[src/rtl/instr_fetch_pkg.sv]
// -----------------------------------------------------------------------------
// instr_fetch_pkg
//
// Shared definitions for the instruction fetch unit:
//   - widths of the program counter, instruction word and branch offset
//   - fetch_state_t  : fetch sequencer states
//   - kHALT          : opcode that stops the fetch sequencer
//   - kBRANCH_LUT    : absolute branch targets, used only when the design is
//                      built with BRANCH_LUT_EN defined
//   - sext_offset()  : sign-extends a branch offset to program-counter width
// -----------------------------------------------------------------------------
package instr_fetch_pkg;

  localparam int PC_W    = 10;
  localparam int INSTR_W = 9;
  localparam int OFF_W   = 6;
  localparam int LUT_N   = 8;
  localparam int LUT_IDX_W = 3;

  typedef enum logic [1:0] {
    IDLE = 2'd0,
    RUN  = 2'd1,
    HALT = 2'd2
  } fetch_state_t;

  localparam logic [INSTR_W-1:0] kHALT = 9'b0_1111_1111;

  // Absolute branch targets, selected by Branch_offset[2:0] in the LUT build.
  localparam logic [PC_W-1:0] kBRANCH_LUT [LUT_N] = '{
    10'd0,
    10'd4,
    10'd8,
    10'd40,
    10'd100,
    10'd256,
    10'd512,
    10'd1020
  };

  // Replicates the offset's sign bit into the upper program-counter bits so the
  // subsequent add wraps modulo 2^PC_W for both forward and backward branches.
  function automatic logic [PC_W-1:0] sext_offset(input logic [OFF_W-1:0] off);
    return {{(PC_W-OFF_W){off[OFF_W-1]}}, off};
  endfunction

endpackage

[src/rtl/instr_fetch_branch_lut.sv]
// -----------------------------------------------------------------------------
// branch_lut
//
// Combinational lookup of an absolute branch target. Only built when
// BRANCH_LUT_EN is defined; the default build has no table at all.
//
// Ports:
//   idx     in   LUT_IDX_W  table index (low bits of the branch offset)
//   target  out  PC_W       absolute target address kBRANCH_LUT[idx]
// -----------------------------------------------------------------------------
`ifdef BRANCH_LUT_EN
module branch_lut
  import instr_fetch_pkg::*;
(
  input  logic [LUT_IDX_W-1:0] idx,
  output logic [PC_W-1:0]      target
);

  always_comb begin
    target = kBRANCH_LUT[idx];
  end

endmodule
`endif

[src/rtl/instr_fetch.sv]
// -----------------------------------------------------------------------------
// instr_fetch
//
// Instruction fetch unit between the instruction ROM and the control decoder.
// It owns the program counter, presents it to the ROM (asynchronous read) and
// registers each returned instruction together with its address. Branch
// redirects squash the instruction being fetched (one bubble); a kHALT
// instruction stops the unit until Start is pulsed again.
//
// Build option:
//   BRANCH_LUT_EN  defined   : target = kBRANCH_LUT[Branch_offset[2:0]]
//                  undefined : target = Instr_pc + sign_extend(Branch_offset)
//
// Ports:
//   Clk            in   1        rising-edge clock
//   Reset          in   1        asynchronous, active-high reset
//   Start          in   1        begin execution at PC 0 from IDLE or HALT
//   Stall          in   1        freeze PC and instruction register
//   Branch_en      in   1        take branch for the instruction on Instruction
//   Branch_offset  in   OFF_W    signed offset (LUT index in the LUT build)
//   Rom_addr       out  PC_W     program counter, drives the ROM address
//   Rom_data       in   INSTR_W  ROM word at Rom_addr, same cycle
//   Instruction    out  INSTR_W  registered instruction to the decoder
//   Instr_pc       out  PC_W     address of Instruction
//   Instr_valid    out  1        Instruction is live and must be executed
//   Done           out  1        high while halted
// -----------------------------------------------------------------------------
module instr_fetch
  import instr_fetch_pkg::*;
(
  input  logic               Clk,
  input  logic               Reset,
  input  logic               Start,
  input  logic               Stall,
  input  logic               Branch_en,
  input  logic [OFF_W-1:0]   Branch_offset,
  output logic [PC_W-1:0]    Rom_addr,
  input  logic [INSTR_W-1:0] Rom_data,
  output logic [INSTR_W-1:0] Instruction,
  output logic [PC_W-1:0]    Instr_pc,
  output logic               Instr_valid,
  output logic               Done
);

  fetch_state_t       state_q,    state_d;
  logic [PC_W-1:0]    pc_q,       pc_d;
  logic [INSTR_W-1:0] instr_q,    instr_d;
  logic [PC_W-1:0]    instr_pc_q, instr_pc_d;
  logic               valid_q,    valid_d;
  logic               done_q,     done_d;

  logic [PC_W-1:0]    branch_target;

  // ---------------------------------------------------------------------------
  // Branch target
  // ---------------------------------------------------------------------------
`ifdef BRANCH_LUT_EN
  logic [PC_W-1:0] lut_target;
  // Upper offset bits carry no meaning when the offset is a table index.
  logic            lut_unused_bits;

  assign lut_unused_bits = ^Branch_offset[OFF_W-1:LUT_IDX_W];

  branch_lut u_branch_lut (
    .idx    (Branch_offset[LUT_IDX_W-1:0]),
    .target (lut_target)
  );

  always_comb begin
    branch_target = lut_target;
  end
`else
  // Relative to the address of the branching instruction, not the fetch PC,
  // which has already moved one ahead.
  always_comb begin
    branch_target = instr_pc_q + sext_offset(Branch_offset);
  end
`endif

  // ---------------------------------------------------------------------------
  // Next-state logic
  // ---------------------------------------------------------------------------
  always_comb begin
    // NOTE: every variable gets its hold value first, so no path through the
    // case leaves one unassigned and no latch is inferred.
    state_d    = state_q;
    pc_d       = pc_q;
    instr_d    = instr_q;
    instr_pc_d = instr_pc_q;
    valid_d    = valid_q;
    done_d     = done_q;

    unique case (state_q)
      IDLE: begin
        valid_d = 1'b0;
        if (Start) begin
          pc_d    = '0;
          state_d = RUN;
        end
      end

      RUN: begin
        // Stall freezes everything, including halt and branch decisions.
        // Start is deliberately not looked at while running.
        if (!Stall) begin
          if (valid_q && (instr_q == kHALT)) begin
            // Halt has priority over a simultaneous branch; PC stays put.
            state_d = HALT;
            valid_d = 1'b0;
            done_d  = 1'b1;
          end else if (valid_q && Branch_en) begin
            // Redirect and drop the word on Rom_data: one bubble cycle.
            pc_d    = branch_target;
            valid_d = 1'b0;
          end else begin
            instr_d    = Rom_data;
            instr_pc_d = pc_q;
            valid_d    = 1'b1;
            pc_d       = pc_q + 1'b1;  // wraps silently at 2^PC_W
          end
        end
      end

      HALT: begin
        valid_d = 1'b0;
        done_d  = 1'b1;
        if (Start) begin
          pc_d    = '0;
          done_d  = 1'b0;
          state_d = RUN;
        end
      end

      default: begin
        state_d = IDLE;
        valid_d = 1'b0;
        done_d  = 1'b0;
      end
    endcase
  end

  // ---------------------------------------------------------------------------
  // State registers
  // ---------------------------------------------------------------------------
  // NOTE: non-blocking assignments so every register samples the values
  // computed before this edge, independent of statement order.
  always_ff @(posedge Clk or posedge Reset) begin
    if (Reset) begin
      state_q    <= IDLE;
      pc_q       <= '0;
      instr_q    <= '0;
      instr_pc_q <= '0;
      valid_q    <= 1'b0;
      done_q     <= 1'b0;
    end else begin
      state_q    <= state_d;
      pc_q       <= pc_d;
      instr_q    <= instr_d;
      instr_pc_q <= instr_pc_d;
      valid_q    <= valid_d;
      done_q     <= done_d;
    end
  end

  // ---------------------------------------------------------------------------
  // Outputs
  // ---------------------------------------------------------------------------
  assign Rom_addr    = pc_q;
  assign Instruction = instr_q;
  assign Instr_pc    = instr_pc_q;
  assign Instr_valid = valid_q;
  assign Done        = done_q;

endmodule

[config.mk]
export PLATFORM = sky130hd
export DESIGN_NAME = instr_fetch
export DESIGN_NICKNAME = d
export VERILOG_FILES = /design/src/rtl/instr_fetch_pkg.sv /design/src/rtl/instr_fetch_branch_lut.sv /design/src/rtl/instr_fetch.sv
export SDC_FILE = /design/constraint.sdc
export NUM_CORES = 1
export LEC_CHECK = 0
export CAP_MARGIN = 10
export CORE_ASPECT_RATIO = 0.5
export CORE_UTILIZATION = 50
export CTS_CLUSTER_SIZE = 40
export DETAILED_ROUTE_END_ITERATION = 16
export PLACE_DENSITY = 0.81
export SLEW_MARGIN = 15
export SYNTH_ARGS = -nofsm -noshare
export SYNTH_HDL_FRONTEND = slang
export SYNTH_SLANG_ARGS = --single-unit
[constraint.sdc]
create_clock -name Clk -period 5.5 [get_ports Clk]
set_input_delay 1.1 -clock Clk [delete_from_list [all_inputs] [get_ports Clk]]
set_output_delay 1.1 -clock Clk [all_outputs]
set_load 0.005 [all_outputs]
After elaboration in Yosys (flattened, before gate mapping)

Index checks and enable logic that the tools add are counted.

Flip-flop bits (word level): 33
Input port bits: 20

Add/subtract/negate cells: 2
Equality and inequality tests: 7
Muxes and demuxes: 17
Bitwise gates (word level): 4
Reduce and logical (&&, ||, !) cells: 9

Operators by type and width:

| operator                                                        | number |
|---|---|
| 10-bit 2-to-1 mux                                               | 4 |
| 10-bit one-hot mux with 2 select lines                          | 1 |
| 10-bit by 1-bit adder with 10-bit output, second input constant | 1 |
| 10-bit adder                                                    | 1 |
| 9-bit by 8-bit == test with 1-bit output, second input constant | 1 |
| 4-bit AND reduction                                             | 2 |
| 1-bit 2-to-1 mux                                                | 7 |
| 2-bit 2-to-1 mux                                                | 3 |
| 2-bit != test, second input constant                            | 3 |
| 3-bit AND reduction                                             | 2 |
| 1-bit inverter                                                  | 4 |
| 2-bit one-hot mux with 2 select lines                           | 1 |
| 1-bit one-hot mux with 3 select lines                           | 1 |
| 2-bit by 1-bit == test with 1-bit output, second input constant | 1 |
| 2-bit == test, second input constant                            | 1 |
| 1-bit logical AND                                               | 2 |
| 2-bit zero test                                                 | 1 |
| 2-bit by 1-bit != test with 1-bit output, second input constant | 1 |
| 2-bit nonzero test                                              | 1 |
| 2-bit OR reduction                                              | 1 |

Depth between registers and ports, before layout

Gate-level depths: netlist of run 1.

Word-level depth: 5
Mapped depth: 9

Worst setup path before layout of run 1

OpenSTA, ideal clock, no wires.

Path kind: input-to-reg
Start point: input Branch_offset[0]
End point: register pc_q[8], in the netlist Rom_addr[8]
Arrival: 2517 ps
Slack: 2862 ps
Stages: 9
Cells stage by stage: ha_1 inv_1 fa_1 nand2b_1 a21oi_1 o41ai_1 xor2_1 nand2_1 a22o_1

Longest elaborated chain between the ends: 5

Ends and longest elaborated chain:

| item                                   | RTL line           | source |
|---|---|---|
| start: declaration                     | instr_fetch.sv:36  | `input logic [OFF_W-1:0] Branch_offset,` |
| 10-bit adder                           | instr_fetch.sv:76  | `branch_target = instr_pc_q + sext_offset(Branch_offset);` |
| 10-bit 2-to-1 mux                      | instr_fetch.sv:111 | `end else if (valid_q && Branch_en) begin` |
| 10-bit 2-to-1 mux                      | instr_fetch.sv:106 | `if (valid_q && (instr_q == kHALT)) begin` |
| 10-bit 2-to-1 mux                      | instr_fetch.sv:105 | `if (!Stall) begin` |
| 10-bit one-hot mux with 2 select lines | instr_fetch.sv:93  | `unique case (state_q)` |
| end signal: assignment                 | instr_fetch.sv:157 | `pc_q <= pc_d;` |
| end: declaration                       | instr_fetch.sv:46  | `logic [PC_W-1:0] pc_q, pc_d;` |

No other way between the ends. The select of a mux whose other input is x is not followed.
A chain may end at the register's enable or synchronous reset.

Worst setup path after layout of run 1

Start point: input Branch_offset[0]
End point: register pc_q[6], in the netlist Rom_addr[6]

Same word-level chain as after synthesis.

==> results.md, run 1 <==
* Worst Path Required at between 5 and 6 ns
* Mux cell area share after synthesis at roughly 14%
* Syn Inst Count at between 150 and 200
* Cells after DPL at about 300
* GRT Total Usage at approximately 23%
* Asr flop ratio synth at between 90% and 100%
* Tmin final at ~3 ns
* Non-filler instance count after layout at a little over 300
* Hold depth at 2
* CTS tree: built
* CTS Buf Count at 5
* Cts hold-fix bufs at 0
* Antenna Cells at 0
* Fin. max-slew vios at 0
* Startpoint types: input pin
* Core area at approximately 4000 um^2
* Switching Power at 0.4381 mW
* R2R Path Start: Instr_pc[0]
* Sequential-to-total area share from yosys stat at 39.19%
* PostCTS Resize Cnt at 0
* Worst Min Path Start: Done
* Critical path class: in -> reg
* Layout cell share with drive strength beyond 1 at around 15%
* DR pass1 iterations at 4
* Worst Setup End Kind: register
* EDFF count, synth at 0
* Die H at ~48 um
* # setup viols final at 0
* Tcrit/Tclk final at 54.68%
* # DRC at 0
* CP max FO at 3
* FP Rows at 16
* Routed WL at roughly 4800 um
* Final clock skew at between 0.01 and 0.015 ns
* Leakage power at 1.227 nW
* Vias at about 1.7k
* Die ar. at 4493 um^2
* Switching part of the total power at between 30% and 40%
* Total congestion overflow at 0
* Complex-gate fraction of the synthesized area at between 10% and 20%
* Clock Pin Slew Worst Setup and Hold Paths at 0.07 ns
* Synth Area in Simple Gates at between 10% and 20%
* Routed len/inst at ~16 um
* Sequential share of power at about 34%
* Most common cell after layout, fill and taps aside: clkdlybuf4s50_1
* Hold Crit Class: reg -> reg
* Clock latency on the worst-skew pair at ~0.29 ns
* Avg Vias per Cell at 5.570
* Max frequency at ~330 MHz
* Post-CTS Setup Bufs at 0
* Root Driver: clkbuf_8
* Total negative slack at 0 ns
* GP Congestion at just over 0.8
* Vias in the first global route at 1,577
* Critical Path AT at 3.15 ns
* Pint at approximately 0.76 mW
* I/O pin total at 51
* IO Port Bufs at 50
* Clock sink count at 33
* RSZ-0062 raised after global routing: no
* Final hold violations at 0
* Layout area overhead at 29.69%
* Netlist cell types at 44
* First-pass GRT wire length at 7410 um
* Final instance area at between 2000 and 3000 um^2
* Power density over cell area at between 400 and 500 nW/um^2
* Synth Cell Area at 2107 um^2
* Syn_nets at 230
* Outcome: complete, no violations
* Yosys warns at 0
* Post-synthesis adder-cell area fraction at 8.670%
* XOR/XNOR Fraction of Synth Area at 3.741%
* Commonest non-fill, non-tap cells in the layout: 50 x clkdlybuf4s50_1, 33 x dfrtp_1, 19 x mux2_4, 17 x o21ai_1, 16 x nor2_1
* Peak VDD IR at roughly 0.00032 V
* Largest buffer count on any clock path at 2
* Final #Nets at 284
* Initial core utilization at between 50% and 60%
* Largest net degree at the start of global routing at 34
* Initial antenna violation count at 0
* Synth Flop Type: dfrtp_1
* Die width at roughly 94 um
* H-tree levels at 2
* Slew @ Worst Pin at roughly 0.83 ns
* Mapped Avg Cell Area at 10.75 um^2
* HPWL Detailed at about 3500 um
* Max Cap Viol at 0
* Max-slew headroom at between 40 and 50%
* Yosys reg bits at 33
* Critical R2R Capture: Rom_addr[6]
* Worst Reg-to-Reg Cells at 9
* Placed Area at between 2000 and 3000 um^2
* DRT iter0 DRCs at 85
* R2R setup slack at ~3.4 ns
* Hold EP: Done
* Comb power frac at between 40% and 50%
* Clock share of power at approximately 17%
* Main combinational cell family by area after synthesis: compound AO/OA/AOI/OAI gates
* Post-DRT Antenna Nets at 0
==> cell usage after synthesis (all sizes together) (2+ instances only) <==
master | instances | share of area (%)
mux2 | 19 | 14
inv | 6 | 1.1
nor3 | 5 | 1.2
a21o | 2 | 0.71
xnor2 | 6 | 2.5
a21oi | 11 | 2.6
nand3 | 7 | 1.7
nand2b | 6 | 1.8
a211oi | 2 | 0.95
nand2 | 12 | 2.5
nand4 | 3 | 1.2
xor2 | 3 | 1.2
a31oi | 5 | 1.5
and2 | 3 | 0.95
nor2 | 18 | 3.7
and3 | 2 | 0.59
o21ai | 19 | 4.5
o31ai | 2 | 1.4
dfrtp | 33 | 39
o21bai | 2 | 0.71
nor3b | 2 | 0.71
buf | 3 | 2.3
ha | 13 | 7.7
==> worst max-delay path, stage by stage <==
cell             delay (ns)
clkdlybuf4s50_1        0.46
ha_1                   0.21
inv_1                  0.07
fa_1                   0.37
nand2b_1               0.19
a21oi_1                0.27
o21a_1                 0.17
o21ai_0                0.08
a31oi_1                0.17
o21ai_1                0.07
==> per-stage QoR <==
step | setup slack (ns) | hold slack (ns) | total power [mW] | util (%)
6_report | 2.493 | 0.4946 | 1.194 | 68.94
5_1_grt | 2.342 | 0.5324 | 1.267 | 68.94
4_1_cts | 2.487 | 0.5010 | 1.200 | 68.94
3_5_place_dp | 2.147 | 0.4853 | 0.9923 | 66.38
3_3_place_gp | 2.292 | 0.4751 | 0.9660 | 66.38
2_1_floorplan | 2.862 | 0.4802 | 0.7697 | -
==> worst max path at each step <==
| stage | slack [ns] | from | to |
|---|---|---|---|
| 6_report | 2.49 | Branch_offset[0] | Rom_addr[6] |
| 5_1_grt | 2.34 | Branch_offset[0] | Rom_addr[6] |
| 4_1_cts | 2.49 | Branch_offset[0] | Rom_addr[6] |
| 3_5_place_dp | 2.15 | Branch_offset[0] | Rom_addr[8] |
| 3_3_place_gp | 2.29 | Branch_offset[0] | Rom_addr[8] |
| 2_1_floorplan | 2.86 | Branch_offset[0] | Rom_addr[8] |
==> registers in the layout, indices dropped and copies added, names as in the netlist <==
register	cells
Done	1
Instr_pc	10
Instr_valid	1
Instruction	9
Rom_addr	10
state_q	2
==> per-layer routing <==
layer | track usage, % | vias up | routed length [um]
li1 | - | 821 | -
met1 | 29.28 | 818 | 2213
met2 | 37.52 | 54 | 2231
met3 | 6.349 | 6 | 264
met4 | 7.385 | 0 | 46
met5 | 0 | - | 0
==> kinds of logic after synthesis <==
logic type                 after synthesis
muxes                                   19
adders and majority gates               14
AOI/OAI and AO/OA                       51
buffers and inverters                   10
DFF                                     33
and+or+nand+nor                         60
xor gates and xnor gates                 9
==> power by group through the flow <==
stage	sequential [mW]	clock, mW	combinational (mW)
floorplan	0.396	0	0.374
CTS	0.405	0.209	0.586
finish	0.406	0.207	0.581
detailed placement	0.408	0	0.584
global route	0.416	0.219	0.633
global placement	0.403	0	0.563
==> cell type report <==
cell class              instances  area, um^2
inverters                       6       22.52
flip-flops and latches         33       825.8
multi-input cells             153        1207
fillers                       310        1231
clock inverters                 1       5.005
clock buffers                   7       96.34
well taps                      54       67.56
repair buffers                 51       508.0
Power figures use the tool's default switching activity.
==> run 2: changes to the inputs <==
==> constraint.sdc (replaced) <==
create_clock -name Clk -period 3.1 [get_ports Clk]
set_input_delay 0.62 -clock Clk [delete_from_list [all_inputs] [get_ports Clk]]
set_output_delay 0.62 -clock Clk [all_outputs]
set_load 0.005 [all_outputs]
==> run 2 against run 1 <==
Compared with the run above: setup slack lost 2.0 ns; hold slack lost 0.0071 ns; die area is the same; routed wire length grew 3.4%; via count grew 2.8%; global-route usage grew 0.13 points; power grew 84%; highest routed layer unchanged.
==> results.md, run 2 (same netlist as run 1, synthesis figures left out) <==
* CTS Buf Count at 5
* PostCTS Resize Cnt at 0
* Hold Crit Class: reg -> reg
* Die H at between 40 and 50 um
* CTS tree: built
* Die width at roughly 94 um
* Tcrit/Tclk final at 83.99%
* Non-filler instance count after layout at about 310
* DRT iter0 DRCs at between 100 and 150
* Avg Vias per Cell at between 5 and 6
* Max Cap Viol at 0
* Max-slew headroom at ~40%
* Pint at about 1.4 mW
* Antenna Cells at 0
* Largest buffer count on any clock path at 2
* FP Rows at 16
* Largest net degree at the start of global routing at 34
* Initial antenna violation count at 0
* First-pass GRT wire length at roughly 7400 um
* # DRC at 0
* Routed WL at between 4000 and 5000 um
* Area occupied by multi-input gates at between 1000 and 1500 um^2
* Startpoint types: input pin
* Final clock skew at around 0.0083 ns
* Cts hold-fix bufs at 0
* Storage element area at 825.8 um^2
* Fin. max-slew vios at 0
* Max frequency at a little under 400 MHz
* Hold WS at ~0.5 ns
* CP max FO at 3
* Tmin final at around 2.6 ns
* Peak VDD IR at around 0.00047 V
* Most common cell after layout, fill and taps aside: clkdlybuf4s50_1
* HPWL Detailed at around 3600 um
* Total negative slack at 0 ns
* GRT Total Usage at 22.64%
* Worst Path Required at approximately 3.3 ns
* Total congestion overflow at 0
* Clock latency on the worst-skew pair at 0.29 ns
* # setup viols final at 0
* Post-DRT Antenna Nets at 0
* # fillers at 293
* Switching Power at between 0.7 and 0.8 mW
* I/O pin total at 51
* RSZ-0062 raised after global routing: no
* Die ar. at between 4000 and 5000 um^2
* Leakage power at between 1 and 1.5 nW
* Critical path class: in -> reg
* Worst Setup End Kind: register
* Vias at 1,746
* Post-CTS Setup Bufs at 0
* Commonest non-fill, non-tap cells in the layout: 50 x clkdlybuf4s50_1, 33 x dfrtp_1, 19 x mux2_4, 17 x o21ai_1, 16 x nor2_1
* Slew @ Worst Pin at about 0.9 ns
* Core area at 3964 um^2
* DR pass1 iterations at 4
* Clock share of power at a little under 20%
* Setup slack after layout at around 0.50 ns
* Final hold violations at 0
* Sequential share of power at 32.9%
* Initial core utilization at ~53%
* Critical Path AT at between 2 and 3 ns
* Power density over cell area at around 800 nW/um^2
* GP Congestion at 0.8156
* H-tree levels at 2
* Clock sink count at 33
* Comb power frac at between 40 and 50%
* Root Driver: clkbuf_8
* Outcome: complete, no violations
* Vias in the first global route at 1,586
* Routed len/inst at approximately 16 um
* Layout Utilization at 69.32%
* Cells after DPL at 297
* Clock Pin Slew Worst Setup and Hold Paths at about 0.070 ns
* Layout cell share with drive strength beyond 1 at 14.34%
* Final #Nets at about 280
* Switching part of the total power at 36.12%
* IO Port Bufs at 50
* Post-Place Setup Slack at between 0.2 and 0.3 ns
* Layout area overhead at 30.40%
## run 2: final timing paths
check | from | end | slack (ns) | cells after the start
setup / recovery | Branch_offset[0] | Rom_addr[8] | 0.50 | 10
hold / removal | Done | Done | 0.49 | 2
setup reg to reg | Instr_pc[0] | Rom_addr[8] | 0.90 | 9
hold reg to reg | Done | Done | 0.49 | 2
max in group asynchronous | Reset | Rom_addr[6] | 2.05 | 3
min in group asynchronous | Reset | Rom_addr[9] | 0.74 | 3
## run 2: stage by stage
stage               power (mW)  cell area [um^2]
floorplan                1.366              2107
global placement         1.714              2631
detailed placement       1.767              2631
CTS                      2.198              2748
global route             2.311              2748
finish                   2.196              2748
## run 2: power by group through the flow
stage	combinational (mW)	clock, mW	sequential, mW
detailed placement	1.04	0	0.726
floorplan	0.663	0	0.703
global placement	0.998	0	0.716
CTS	1.05	0.426	0.722
finish	1.05	0.427	0.722
global route	1.12	0.448	0.743
## run 2: layer usage
metal  GRT usage (%)  wire, um
met1           28.39      2159
met2           39.27      2359
met3           5.873       320
met4           8.615        79
met5               0         0
## run 2: final cells by class
type                            instances  share of cell area, %
Clock buffer                            7                  3.142
Clock inverter                          1                  1.093
Inverter                                6                 0.8197
Multi-Input combinational cell        153                  43.94
Sequential cell                        33                  30.05
Tap cell                               54                  2.459
Timing Repair Buffer                   51                  18.49
## run 2: critical path, stage by stage
cell and delay [ns]:
clkdlybuf4s50_1 0.46, ha_1 0.21, inv_1 0.07, fa_1 0.37, nand2b_1 0.19, a21oi_1 0.30, o41ai_1 0.13, xor2_1 0.18
nand2_1 0.08, a22o_1 0.18
